[config.mk]
export PLATFORM = sky130hd
export DESIGN_NAME = zigbee_cmd_tx_flat
export DESIGN_NICKNAME = d
export VERILOG_FILES = /design/src/rtl/zigbee_cmd_tx_if.sv /design/src/rtl/zigbee_cmd_tx.sv /design/src/flat_wrapper.sv
export SDC_FILE = /design/constraint.sdc
export NUM_CORES = 1
export LEC_CHECK = 0
export ABC_AREA = 0
export CAP_MARGIN = 10
export CORE_ASPECT_RATIO = 1.4
export CORE_MARGIN = 1
export CORE_UTILIZATION = 50
export DETAILED_ROUTE_END_ITERATION = 7
export HOLD_SLACK_MARGIN = 0.15
export PLACE_DENSITY = 0.77
export SLEW_MARGIN = 30
export SYNTH_ARGS = -nofsm -noshare
export SYNTH_HDL_FRONTEND = slang
export SYNTH_SLANG_ARGS = --single-unit
[constraint.sdc]
create_clock -name clk_50M -period 3.35 [get_ports clk_50M]
set_input_delay 0.8375 -clock clk_50M [delete_from_list [all_inputs] [get_ports clk_50M]]
set_output_delay 0.8375 -clock clk_50M [all_outputs]
set_load 0.005 [all_outputs]
[src/rtl/zigbee_cmd_tx_if.sv]
// Operator-input / UART-status bundle between the remote front panel and zigbee_cmd_tx.
// master drives the operator inputs; slave is the encoder/transmitter.
interface zigbee_cmd_tx_if;
  logic [1:0] cmd_mode;
  logic [1:0] ctrl_sub;
  logic [1:0] steer;
  logic [1:0] drive;
  logic [5:0] speed_set;
  logic [1:0] func_sel;
  logic       park_btn;
  logic       send_now;
  logic       txd;
  logic       busy;
  logic       tx_done;
  logic [7:0] cmd_byte;

  modport master (
    output cmd_mode, ctrl_sub, steer, drive, speed_set, func_sel, park_btn, send_now,
    input  txd, busy, tx_done, cmd_byte
  );

  modport slave (
    input  cmd_mode, ctrl_sub, steer, drive, speed_set, func_sel, park_btn, send_now,
    output txd, busy, tx_done, cmd_byte
  );
endinterface

[src/rtl/zigbee_cmd_tx.sv]
// Car command encoder + UART transmitter (8N1, or 8E1 when ZIGBEE_TX_PARITY_EN is defined)
// driving the Zigbee module TX pin; sends on change, on request and on a periodic refresh.
module zigbee_cmd_tx #(
  parameter int CLK_HZ     = 50000000,
  parameter int BAUD       = 9600,
  parameter int REFRESH_MS = 100
) (
  input  logic           clk_50M,
  input  logic           rst,
  zigbee_cmd_tx_if.slave bus
);

  localparam int BIT_CYC = CLK_HZ / BAUD;
  localparam int CYC_W   = $clog2(BIT_CYC + 1);
  localparam int MS_CYC  = CLK_HZ / 1000;
  localparam int PRE_W   = $clog2(MS_CYC + 1);
  localparam int MS_W    = (REFRESH_MS > 0) ? $clog2(REFRESH_MS + 1) : 1;
  localparam logic [7:0] FREE_RUN = 8'hC0;

  typedef enum logic [2:0] {IDLE, START, DATA, PARITY, STOP} state_t;

  function automatic logic [1:0] norm_dir(input logic [1:0] d);
    return (d == 2'b11) ? 2'b00 : d;
  endfunction

  function automatic logic [7:0] encode(
    input logic [1:0] mode, input logic [1:0] sub, input logic [1:0] st,
    input logic [1:0] dr, input logic [5:0] spd, input logic [1:0] fn, input logic park
  );
    case (mode)
      2'b00:   return {2'b00, sub, norm_dir(st), norm_dir(dr)};
      2'b01:   return {2'b01, spd};
      2'b10:   return {2'b10, fn, 3'b000, park};
      default: return FREE_RUN;
    endcase
  endfunction

  state_t           state;
  logic [7:0]       cmd_byte_p1;
  logic             park_flag;
  logic             park_p1;
  logic [7:0]       last_sent;
  logic [7:0]       shreg;
  logic             par_bit;
  logic [2:0]       bit_idx;
  logic [CYC_W-1:0] cyc_cnt;
  logic [PRE_W-1:0] pre_cnt;
  logic [MS_W-1:0]  ms_cnt;
  logic             pend;
  logic             txd_r;
  logic             busy_r;
  logic             tx_done_r;

  logic refresh_due;
  logic trigger;
  logic frame_start;
  logic bit_end;
  logic park_rise;

  assign refresh_due = (REFRESH_MS != 0) && (ms_cnt >= MS_W'(REFRESH_MS));
  assign trigger     = (cmd_byte_p1 != last_sent) || refresh_due || bus.send_now || pend;
  assign frame_start = (state == IDLE) && trigger;
  assign bit_end     = (cyc_cnt == CYC_W'(BIT_CYC - 1));
  assign park_rise   = bus.park_btn && !park_p1;

  // encode stage: operator inputs -> command byte, one cycle
  always_ff @(posedge clk_50M) begin
    if (rst) begin
      cmd_byte_p1 <= FREE_RUN;
      park_flag   <= 1'b0;
      park_p1     <= 1'b0;
    end else begin
      park_p1 <= bus.park_btn;
      if (park_rise && bus.cmd_mode == 2'b10 && bus.func_sel == 2'b01)
        park_flag <= ~park_flag;
      cmd_byte_p1 <= encode(bus.cmd_mode, bus.ctrl_sub, bus.steer, bus.drive,
                            bus.speed_set, bus.func_sel, park_flag);
    end
  end

  // refresh timer runs in every state; only a frame start restarts it
  always_ff @(posedge clk_50M) begin
    if (rst || frame_start) begin
      pre_cnt <= '0;
      ms_cnt  <= '0;
    end else if (pre_cnt == PRE_W'(MS_CYC - 1)) begin
      pre_cnt <= '0;
      if (REFRESH_MS != 0 && !refresh_due)
        ms_cnt <= ms_cnt + MS_W'(1);
    end else begin
      pre_cnt <= pre_cnt + PRE_W'(1);
    end
  end

  always_ff @(posedge clk_50M) begin
    if (rst || frame_start)
      pend <= 1'b0;
    else if (bus.send_now)
      pend <= 1'b1;
  end

  // serialiser: start, 8 data bits LSB first, optional parity, stop
  always_ff @(posedge clk_50M) begin
    if (rst) begin
      state     <= IDLE;
      txd_r     <= 1'b1;
      busy_r    <= 1'b0;
      tx_done_r <= 1'b0;
      last_sent <= FREE_RUN;
      cyc_cnt   <= '0;
      bit_idx   <= '0;
    end else begin
      case (state)
        IDLE: begin
          if (trigger) begin
            state     <= START;
            txd_r     <= 1'b0;
            busy_r    <= 1'b1;
            shreg     <= cmd_byte_p1;
            par_bit   <= ^cmd_byte_p1;
            last_sent <= cmd_byte_p1;
            cyc_cnt   <= '0;
            bit_idx   <= '0;
          end
        end
        START: begin
          if (bit_end) begin
            state   <= DATA;
            txd_r   <= shreg[0];
            cyc_cnt <= '0;
          end else begin
            cyc_cnt <= cyc_cnt + CYC_W'(1);
          end
        end
        DATA: begin
          if (bit_end) begin
            cyc_cnt <= '0;
            if (bit_idx == 3'd7) begin
`ifdef ZIGBEE_TX_PARITY_EN
              state <= PARITY;
              txd_r <= par_bit;
`else
              state     <= STOP;
              txd_r     <= 1'b1;
              tx_done_r <= (BIT_CYC == 1);
`endif
            end else begin
              bit_idx <= bit_idx + 3'd1;
              shreg   <= {1'b0, shreg[7:1]};
              txd_r   <= shreg[1];
            end
          end else begin
            cyc_cnt <= cyc_cnt + CYC_W'(1);
          end
        end
`ifdef ZIGBEE_TX_PARITY_EN
        PARITY: begin
          if (bit_end) begin
            state     <= STOP;
            txd_r     <= 1'b1;
            cyc_cnt   <= '0;
            tx_done_r <= (BIT_CYC == 1);
          end else begin
            cyc_cnt <= cyc_cnt + CYC_W'(1);
          end
        end
`endif
        STOP: begin
          // tx_done is registered, so it is raised one cycle ahead to land on the last stop cycle
          if (bit_end) begin
            state     <= IDLE;
            busy_r    <= 1'b0;
            tx_done_r <= 1'b0;
            cyc_cnt   <= '0;
          end else begin
            cyc_cnt   <= cyc_cnt + CYC_W'(1);
            tx_done_r <= (cyc_cnt == CYC_W'(BIT_CYC - 2));
          end
        end
        default: begin
          state     <= IDLE;
          txd_r     <= 1'b1;
          busy_r    <= 1'b0;
          tx_done_r <= 1'b0;
        end
      endcase
    end
  end

  assign bus.txd      = txd_r;
  assign bus.busy     = busy_r;
  assign bus.tx_done  = tx_done_r;
  assign bus.cmd_byte = cmd_byte_p1;

endmodule
[src/flat_wrapper.sv]
// flat-port wrapper written by rule: the top's interface ports become plain ports
module zigbee_cmd_tx_flat 
#(
  parameter int CLK_HZ     = 50000000,
  parameter int BAUD       = 9600,
  parameter int REFRESH_MS = 100
)
  (clk_50M, rst, bus_cmd_mode, bus_ctrl_sub, bus_steer, bus_drive, bus_speed_set, bus_func_sel, bus_park_btn, bus_send_now, bus_txd, bus_busy, bus_tx_done, bus_cmd_byte);
  zigbee_cmd_tx_if bus_i ();
  input  logic clk_50M;
  input  logic rst;
  input wire logic [$bits(bus_i.cmd_mode)-1:0] bus_cmd_mode;
  input wire logic [$bits(bus_i.ctrl_sub)-1:0] bus_ctrl_sub;
  input wire logic [$bits(bus_i.steer)-1:0] bus_steer;
  input wire logic [$bits(bus_i.drive)-1:0] bus_drive;
  input wire logic [$bits(bus_i.speed_set)-1:0] bus_speed_set;
  input wire logic [$bits(bus_i.func_sel)-1:0] bus_func_sel;
  input wire logic [$bits(bus_i.park_btn)-1:0] bus_park_btn;
  input wire logic [$bits(bus_i.send_now)-1:0] bus_send_now;
  output wire logic [$bits(bus_i.txd)-1:0] bus_txd;
  output wire logic [$bits(bus_i.busy)-1:0] bus_busy;
  output wire logic [$bits(bus_i.tx_done)-1:0] bus_tx_done;
  output wire logic [$bits(bus_i.cmd_byte)-1:0] bus_cmd_byte;
  assign bus_i.cmd_mode = bus_cmd_mode;
  assign bus_i.ctrl_sub = bus_ctrl_sub;
  assign bus_i.steer = bus_steer;
  assign bus_i.drive = bus_drive;
  assign bus_i.speed_set = bus_speed_set;
  assign bus_i.func_sel = bus_func_sel;
  assign bus_i.park_btn = bus_park_btn;
  assign bus_i.send_now = bus_send_now;
  assign bus_txd = bus_i.txd;
  assign bus_busy = bus_i.busy;
  assign bus_tx_done = bus_i.tx_done;
  assign bus_cmd_byte = bus_i.cmd_byte;
  zigbee_cmd_tx #(.CLK_HZ(CLK_HZ), .BAUD(BAUD), .REFRESH_MS(REFRESH_MS)) u_core (.clk_50M(clk_50M), .rst(rst), .bus(bus_i));
endmodule
==> results.tsv <==
stage	metric	value	unit
outcome	status	finished clean	
setup_path	cp-start-kind	input port	
placed_design	routabilityCongestion	0.780	
die	fp.dieArea	0.00719	mm2
global_route	grt_max_degree	37	
synthesis	synthArstFlopShare	0	
setup_path	path_class	input port to register	
timing	fin_worst_skew	0.0112	ns
die	start_util	0.518	
synthesis	syn_avg_cell_area	9.16	um2
drt	post_drt_wl_per_cell	13.7	um
setup_path	cp_max_fo	16	
global_route	gr-usage-all-layers	0.211	
global_route	grt-ovfl-total	0	
final_layout	design_area	0.00397	mm2
synthesis	syn-instance-count	374	
power	max-vdd-ir-drop	0.251	mV
die	core_area	0.00661	mm2
global_route	grt_antenna_before_repair	0	
placed_design	dpl-instance-area	0.00380	mm2
timing	maxSlewHeadroom	0.404	
drt	drt-initial-drc-count	86	
die	die_x	72.0	um
setup_path	critical_path_arrival	2.87	ns
synthesis	syn-num-nets	401	
clocking	cts_resized	0	
synthesis	syn_area	0.00343	mm2
synthesis	yosysSeqAreaShare	0.444	
placed_design	portBuffers	30	
setup_path	crit_required	3.62	ns
clocking	cts-root-buf	clkbuf_8	
die	rows	35	
clocking	hold_buffers	0	
clocking	clkTransAtPathRegs	0.07	ns
clocking	cts_buffer_depth	2	
final_layout	final_common_cell	dfxtp_1	
drt	vias	2778	
drt	ant_nets	0	
synthesis	synthFlopType	dfxtp_1	
setup_path	endpoint_kind	register	
die	ios	31	
clocking	htreeDepth	3	
timing	clock.fmax	385	MHz
worst_hold_path	min_path_type	register to register	
drt	drt-pass1-iter-count	4	
clocking	cts_buffers	9	
timing	tns	0	ns
final_layout	diodes	0	
clocking	insertion_delay	0.34	ns
timing	rsz0062_at_grt	false	
drt	via_per_inst	5.56	
die	die_h	99.9	um
global_route	grt_pass1_wl	11.8	mm
final_layout	final_cell_mix	64 x dfxtp_1, 53 x nor2_1, 30 x clkdlybuf4s50_1	
synthesis	yosysWarnings	0	
global_route	grt_pass1_vias	2671	
power	power.density	414	mW/mm2
timing	finalCritPeriodShare	0.775	
timing	period_minus_slack	2.60	ns
drt	routed_wl	6.87	mm
drt	drc_errors	0	
synthesis	synth.distinct_cells	58	
job	cap_violations	0	
timing	finalSetupViolCount	0	
power	p_leak	0.00135	uW
final_layout	nets	430	
timing	slew_violations	0	
synthesis	synth-edff-count	8	
timing	tightest_slew	0.891	ns
final_layout	synthToLayoutAreaGrowth	15.9	%
clocking	cts_setup_buffers	0	
timing	hold_viol	0	
clocking	cts_tree	yes	
synthesis	ys_ff_latch	72	
final_layout	drive_above_1_share	0.100	
clocking	cts_sinks	72	
timing	holdWs	0.473	ns
placed_design	hpwlAfterDp	4.91	mm
-- logic make-up (layout without fill, tap and decap cells) --
logic type      count (synthesis)  count (layout)  synth area share
flops                          72              72             0.444
buf+inv                        25              59            0.0307
compound gates                 69              69             0.137
xor+xnor                       28              28            0.0716
simple gates                  163             163             0.260
mux                            10              10            0.0318
fa+ha+maj                       7               7            0.0256
-- layout make-up --
cell class              instances  area, um2
clock buffers                  10        128
flip-flops and latches         72       1520
multi-input cells             277       1800
fillers                       593       2640
inverters                       9       33.8
well taps                      92        115
clock inverters                 6       37.5
repair buffers                 34        330
-- power breakdown --
part	internal, uW	switching [uW]	leakage [uW]	total (uW)
Sequential	894	19.1	0.000595	913
Combinational	72.0	75.1	0.000670	147
Clock	265	318	0.0000797	583
Total	1230	412	0.00135	1640
-- state kept, by name, summed over array words and instances (netlist names), 3 cells and up --
| register | cells |
|---|---|
| u_core.bus.cmd_byte | 8 |
| u_core.bit_idx | 3 |
| u_core.pre_cnt | 16 |
| u_core.shreg | 8 |
| u_core.cyc_cnt | 13 |
| u_core.last_sent | 8 |
| u_core.ms_cnt | 7 |
| u_core.state | 3 |
-- metrics by stage --
stage / std cells / power (uW) / util / setup slack (ns)
2_1_floorplan: 374 / 1020 / - / 1.02
3_3_place_gp: 484 / 1080 / 0.575 / 0.497
3_5_place_dp: 484 / 1080 / 0.575 / 0.429
4_1_cts: 500 / 1660 / 0.600 / 0.788
5_1_grt: 500 / 1720 / 0.600 / 0.633
6_report: 500 / 1640 / 0.600 / 0.754
-- layer usage --
metal / GRT usage / part of all wire
met1: 0.239 / 0.44
met2: 0.365 / 0.52
met3: 0.0622 / 0.030
met4: 0.0890 / 0.017
met5: 0 / 0
-- critical path, stage by stage --
cell and delay (ns):
clkdlybuf4s50_1 0.39, nor2_1 0.19, nand4_1 0.21, o31a_1 0.42, or3_1 0.63, nor2_1 0.19
-- worst paths after layout --
kind	from	to	slack [ns]	depth (start not counted)
worst max-delay path	bus_send_now	u_core.pre_cnt[5]	0.75	6
worst min-delay path	u_core.last_sent[1]	u_core.last_sent[1]	0.47	2
worst max register to register	u_core.state[1]	u_core.cyc_cnt[6]	1.08	4
worst min register to register	u_core.last_sent[1]	u_core.last_sent[1]	0.47	2
-- cells in the mapped netlist, types with 4 or more instances --
cell / number / area [um2]
nor3_1: 7 / 35.0
dfxtp_1: 64 / 1280
nand4_1: 4 / 25.0
a21oi_1: 25 / 125
nor2_1: 53 / 199
ha_1: 7 / 87.6
or2_2: 4 / 25.0
or3_1: 4 / 25.0
nand2_1: 29 / 109
clkbuf_1: 11 / 41.3
and3_1: 7 / 43.8
o21ai_0: 12 / 60.1
mux2_2: 7 / 78.8
edfxtp_1: 8 / 240
and2_1: 4 / 25.0
a311oi_1: 7 / 61.3
inv_1: 9 / 33.8
xnor2_1: 20 / 175
nand3_1: 14 / 70.1
xor2_1: 8 / 70.1
a211oi_1: 6 / 45.0
(Power assumes the default switching activity.)
==> variant 1: new RTL, config.mk and constraints unchanged <==
`CLK_HZ` is set to 50000000 in 2 places; all go to 200000000.
--- a/src/rtl/zigbee_cmd_tx.sv
+++ b/src/rtl/zigbee_cmd_tx.sv
@@ -3,3 +3,3 @@
 module zigbee_cmd_tx #(
-  parameter int CLK_HZ     = 50000000,
+  parameter int CLK_HZ     = 200000000,
   parameter int BAUD       = 9600,
--- a/src/flat_wrapper.sv
+++ b/src/flat_wrapper.sv
@@ -3,3 +3,3 @@
 #(
-  parameter int CLK_HZ     = 50000000,
+  parameter int CLK_HZ     = 200000000,
   parameter int BAUD       = 9600,
Check against the original RTL: same outputs for any inputs over 10 cycles, from zero or initial values and one cycle with rst high; that may be too few to reach the edited logic, so the function may still have changed.
==> variant 1 against the original RTL <==
  * Worst setup slack gained 0.19 ns
  * Utilization up 0.23 points
  * Wire length grew 9.8%
  * Combinational power is 12% higher
  * Final area is 8.0% higher
  * Count of clock-buffer cells in the layout rose by 4
  * Sequential power grew 5.5%
  * Power is 9.5% higher
  * Fmax grew 8.0%
  * Area after synthesis up 9.1%
  * Sequential cell count increased by 4
  * Largest cell class unchanged
  * Largest power group unchanged
  * Highest routed layer unchanged
==> variant 1: results (changes against the original RTL) <==
Power and ir drop
  – Leak: 1.434 nW (+6.6%)
  – Worst vdd rail ir drop: 0.3294 mV (+31%)

Worst hold path
  – Hold EP: u_core.last_sent[3]
  – Hold_sp: u_core.last_sent[3]

STA
  – Final Worst Setup Slack: 0.9463 ns (+0.1923 ns)
  – Worst slew pin tran: 0.8572 ns (-0.03327 ns)
  – Max Clock Skew: 0.006551 ns (-0.004672 ns)
  – WHS: 0.4700 ns (-0.002742 ns)

Setup path
  – Worst Setup EP: u_core.cyc_cnt[4]
  – Worst R2R Path Depth: 6 (+2)
  – Worst R2R Start: u_core.cyc_cnt[0]
  – Critical Path AT: 2.65 ns (-0.22 ns)
  – Crit path largest cell delay: 0.50 ns (-0.13 ns)
  – Peak fanout along the critical path: 12 (-4)
  – R2r setup slk: 0.99 ns (-0.09 ns)
  – Crit path launch: bus_send_now
  – Master of the slowest instance on the critical path: nor4_4
  – Crit Reg-Reg Endpoint: u_core.cyc_cnt[14]

Placed design
  – Placement Setup Slack: 0.6011 ns (+0.1720 ns)
  – Routability cong.: 0.8289 (+6.3%)
  – Dpl hpwl: 5486 um (+12%)

Route
  – Final WL: 7547 um (+9.8%)
  – 1st-iter DRT viols: 95 (+10%)
  – Via count: 3024 (+8.9%)

Synth
  – Synth top cells by count: dfxtp_1, nor2_1, nand2_1
  – Mapped Nets: 435 (+8.5%)
  – Count of different cell masters after synthesis: 54 (-6.9%)
  – Post-synthesis sequential area ratio: 0.4284 (-0.01574)
  – Synth top area cells: dfxtp_1, edfxtp_1, nor2_1, a21oi_1, xnor2_1

Clock network
  – Root Buffer: clkbuf_8

Layout
  – Top Registers: u_core.pre_cnt: 18 flops, u_core.cyc_cnt: 15 flops
  – Max reg flops: 18 (+2)
  – Net total in the final layout: 461 (+7.2%)
  – Fraction of layout cells with a size suffix above 1: 0.1207 (+0.02024)

Status
  – Status: finished clean

GRT
  – Largest net degree at the start of global routing: 25 (-32%)
  – First-pass GRT wire length: 13050 um (+11%)
  – Gr usage total: 0.2154 (+0.004721)
  – Vias in the first global route: 2947 (+10%)
==> variant 1: cell count changes in the layout (fill, tap and decap cells not counted), sizes merged, moves of 3 or more <==
cell / change
or3: +3
clkbuf: +4
nand4: +8
nor3b: +4
mux2i: +4
or3b: -4
nor3: +8
xor2: +3
and2: -3
a21oi: +4
nor4bb: +4
dfxtp: +4
xnor2: -4
==> variant 1: where the power goes <==
group          internal (W)  switching (W)  total [W]  leakage, nW
Combinational     0.0000785      0.0000852   0.000164        0.712
Clock              0.000365       0.000308   0.000673       0.0947
Sequential         0.000942      0.0000206   0.000963        0.628
==> variant 1: worst register-to-register path: stages (launching register included) <==
cell and delay (ns):
dfxtp_1 0.43, ha_1 0.22, nand3_1 0.21, nor3_1 0.62, nand3_1 0.20, a2111oi_0 0.48
nor3b_1 0.09
==> variant 1: routing by layer <==
layer	GRT usage	wire [um]	vias up
li1	-	-	1530
met1	0.2511	3203	1435
met2	0.3636	3976	48
met3	0.05136	218	11
met4	0.09434	148	0
met5	0	0	-
==> variant 1: metrics by stage <==
stage                     instance area [um2]  instances  total power [W]
final                                    4289        534         0.001799
after global routing                     4289        534         0.001886
after CTS                                4289        534         0.001817
after detailed placement                 4101        518         0.001149
after global placement                   4099        518         0.001145
after floorplan                          3739        408         0.001087
==> variant 1: logic make-up after synthesis <==
logic type / Yosys count / synth area share
DFF: 76 / 0.4284
and+or+nand+nor: 177 / 0.2580
buffers and inverters: 31 / 0.03681
xor gates and xnor gates: 27 / 0.06325
adders and majority gates: 7 / 0.02343
AOI/OAI and AO/OA: 76 / 0.1503
muxes: 14 / 0.03983
==> variant 1: layout make-up <==
type	instances	area (um2)
clock buffer	14	152.6
clock inverter	2	35.03
fill	661	2828
inverter	11	41.29
multi-input combinational	301	2002
sequential	76	1602
tap	95	118.9
timing repair buffer	35	337.8
==> variant 2: new RTL, same settings <==
Without the edit above. Re-encode `state_t` (5 states) as one-hot, 5 bits wide.
--- a/src/rtl/zigbee_cmd_tx.sv
+++ b/src/rtl/zigbee_cmd_tx.sv
@@ -19,3 +19,3 @@
 
-  typedef enum logic [2:0] {IDLE, START, DATA, PARITY, STOP} state_t;
+  typedef enum logic [4:0] {IDLE = 5'b00001, START = 5'b00010, DATA = 5'b00100, PARITY = 5'b01000, STOP = 5'b10000} state_t;
 
Formal check against the unedited RTL: no difference found for any inputs over 10 cycles, from zero or initial values and one cycle with rst high; not proved beyond that.
==> variant 2 against the original RTL <==
  * Wire length rose by 4.7%
  * Via count is 6.7% higher
  * Worst setup slack gained 0.075 ns
  * Cell count up 5.8%
  * Critical path depth stayed put
  * Die area rose by 3.1%
  * Non-clock buffer count increased by 2
  * Final area grew 2.9%
  * Sequential cell count grew 1
  * Sequential share of layout area decreased by 0.58 points
  * Area after synthesis rose by 3.2%
Power is not compared: it rests on default switching activity, and its combinational part moved more than twofold at a synthesized area within 25%.
==> variant 2: results (changes against the original RTL) <==
Route
  – Metal3 WL: 265 um (+28%)
  – Via count: 2963 (+6.7%)
  – WL/cell: 13.60 um (-1.1%)
  – 1st-iter DRT viols: 130 (+51%)
  – Wl on met1: 3007 um (+0.23%)
  – DR WL met2: 3746 um (+5.5%)

GRT
  – Routing usage on met2: 0.3789 (+0.01390)
  – Vias in the first global route: 2834 (+6.1%)
  – GR Util met3: 0.04080 (-0.02145)
  – Met1 Usage GRT: 0.2343 (-0.004738)
  – First-pass GRT wire length: 12230 um (+4.1%)
  – Gr usage total: 0.2126 (+0.001896)
  – Largest net degree at the start of global routing: 41 (+11%)

Setup path
  – Crit path largest cell delay: 0.60 ns (-0.03 ns)
  – Worst R2R Path Depth: 6 (+2)
  – Crit path launch: u_core.cyc_cnt[8]
  – Worst Path Class, Setup: reg -> reg
  – Crit Reg-Reg Endpoint: u_core.cyc_cnt[12]
  – Master of the slowest instance on the critical path: or4b_4
  – R2r setup slk: 0.83 ns (-0.25 ns)

Synth
  – Synth top area cells: dfxtp_1, edfxtp_1, nor2_1, nand2_1, xnor2_1
  – Count of different cell masters after synthesis: 59 (+1.7%)
  – Xor/xnor share of the synthesized area: 0.07183 (+0.0002479)
  – Synth top cells by count: dfxtp_1, nor2_1, nand2_1
  – Synth Area in Adders: 0.02477 (-0.0007961)
  – Post-synthesis sequential area ratio: 0.4360 (-0.008168)
  – Mapped Nets: 431 (+7.5%)
  – Synth Area in Compound Gates: 0.1263 (-0.01027)

Layout
  – Fill count: 593 (unchanged)
  – Net total in the final layout: 459 (+6.7%)
  – Fraction of layout cells with a size suffix above 1: 0.08467 (-0.01582)

STA
  – Fin crit share: 0.7526 (-0.02238)
  – Rel. slew slack: 0.3875 (-0.01667)
  – Max Clock Skew: 0.005940 ns (-0.005283 ns)

Placed design
  – Dpl hpwl: 5140 um (+4.8%)
  – Port Buf Inserts: 30 (unchanged)
  – Routability cong.: 0.7906 (+1.4%)

Worst hold path
  – Worst Hold Depth: 1 (-1)
  – Hold_sp: u_core.pre_cnt[0]

Status
  – Status: finished clean
==> variant 2: changes by cell type after synthesis, moves of 4 or more <==
cell / change
xor2_1: +5
nand4_1: +4
xnor2_1: -4
a211oi_1: -5
mux2_2: -7
nand3_1: +4
nor2_1: +4
nor3_1: +5
nand2_1: +21
buf_4: +4
==> variant 2: layout make-up <==
| type | count | area [um2] | share of cell area |
|---|---|---|---|
| clock buffers | 9 | 123.9 | 0.03033 |
| clock inverters | 7 | 71.32 | 0.01746 |
| inverters | 12 | 45.04 | 0.01103 |
| multi-input cells | 300 | 1842 | 0.4510 |
| flip-flops and latches | 73 | 1541 | 0.3775 |
| well taps | 92 | 115.1 | 0.02819 |
| repair buffers | 36 | 345.3 | 0.08456 |
==> variant 2: metrics by stage <==
stage	cell area [um2]	power, W	std cells
final	4084	0.001952	529
after global routing	4084	0.002049	529
after CTS	4079	0.001969	529
after detailed placement	3884	0.001298	513
after global placement	3884	0.001287	513
after floorplan	3536	0.001212	404
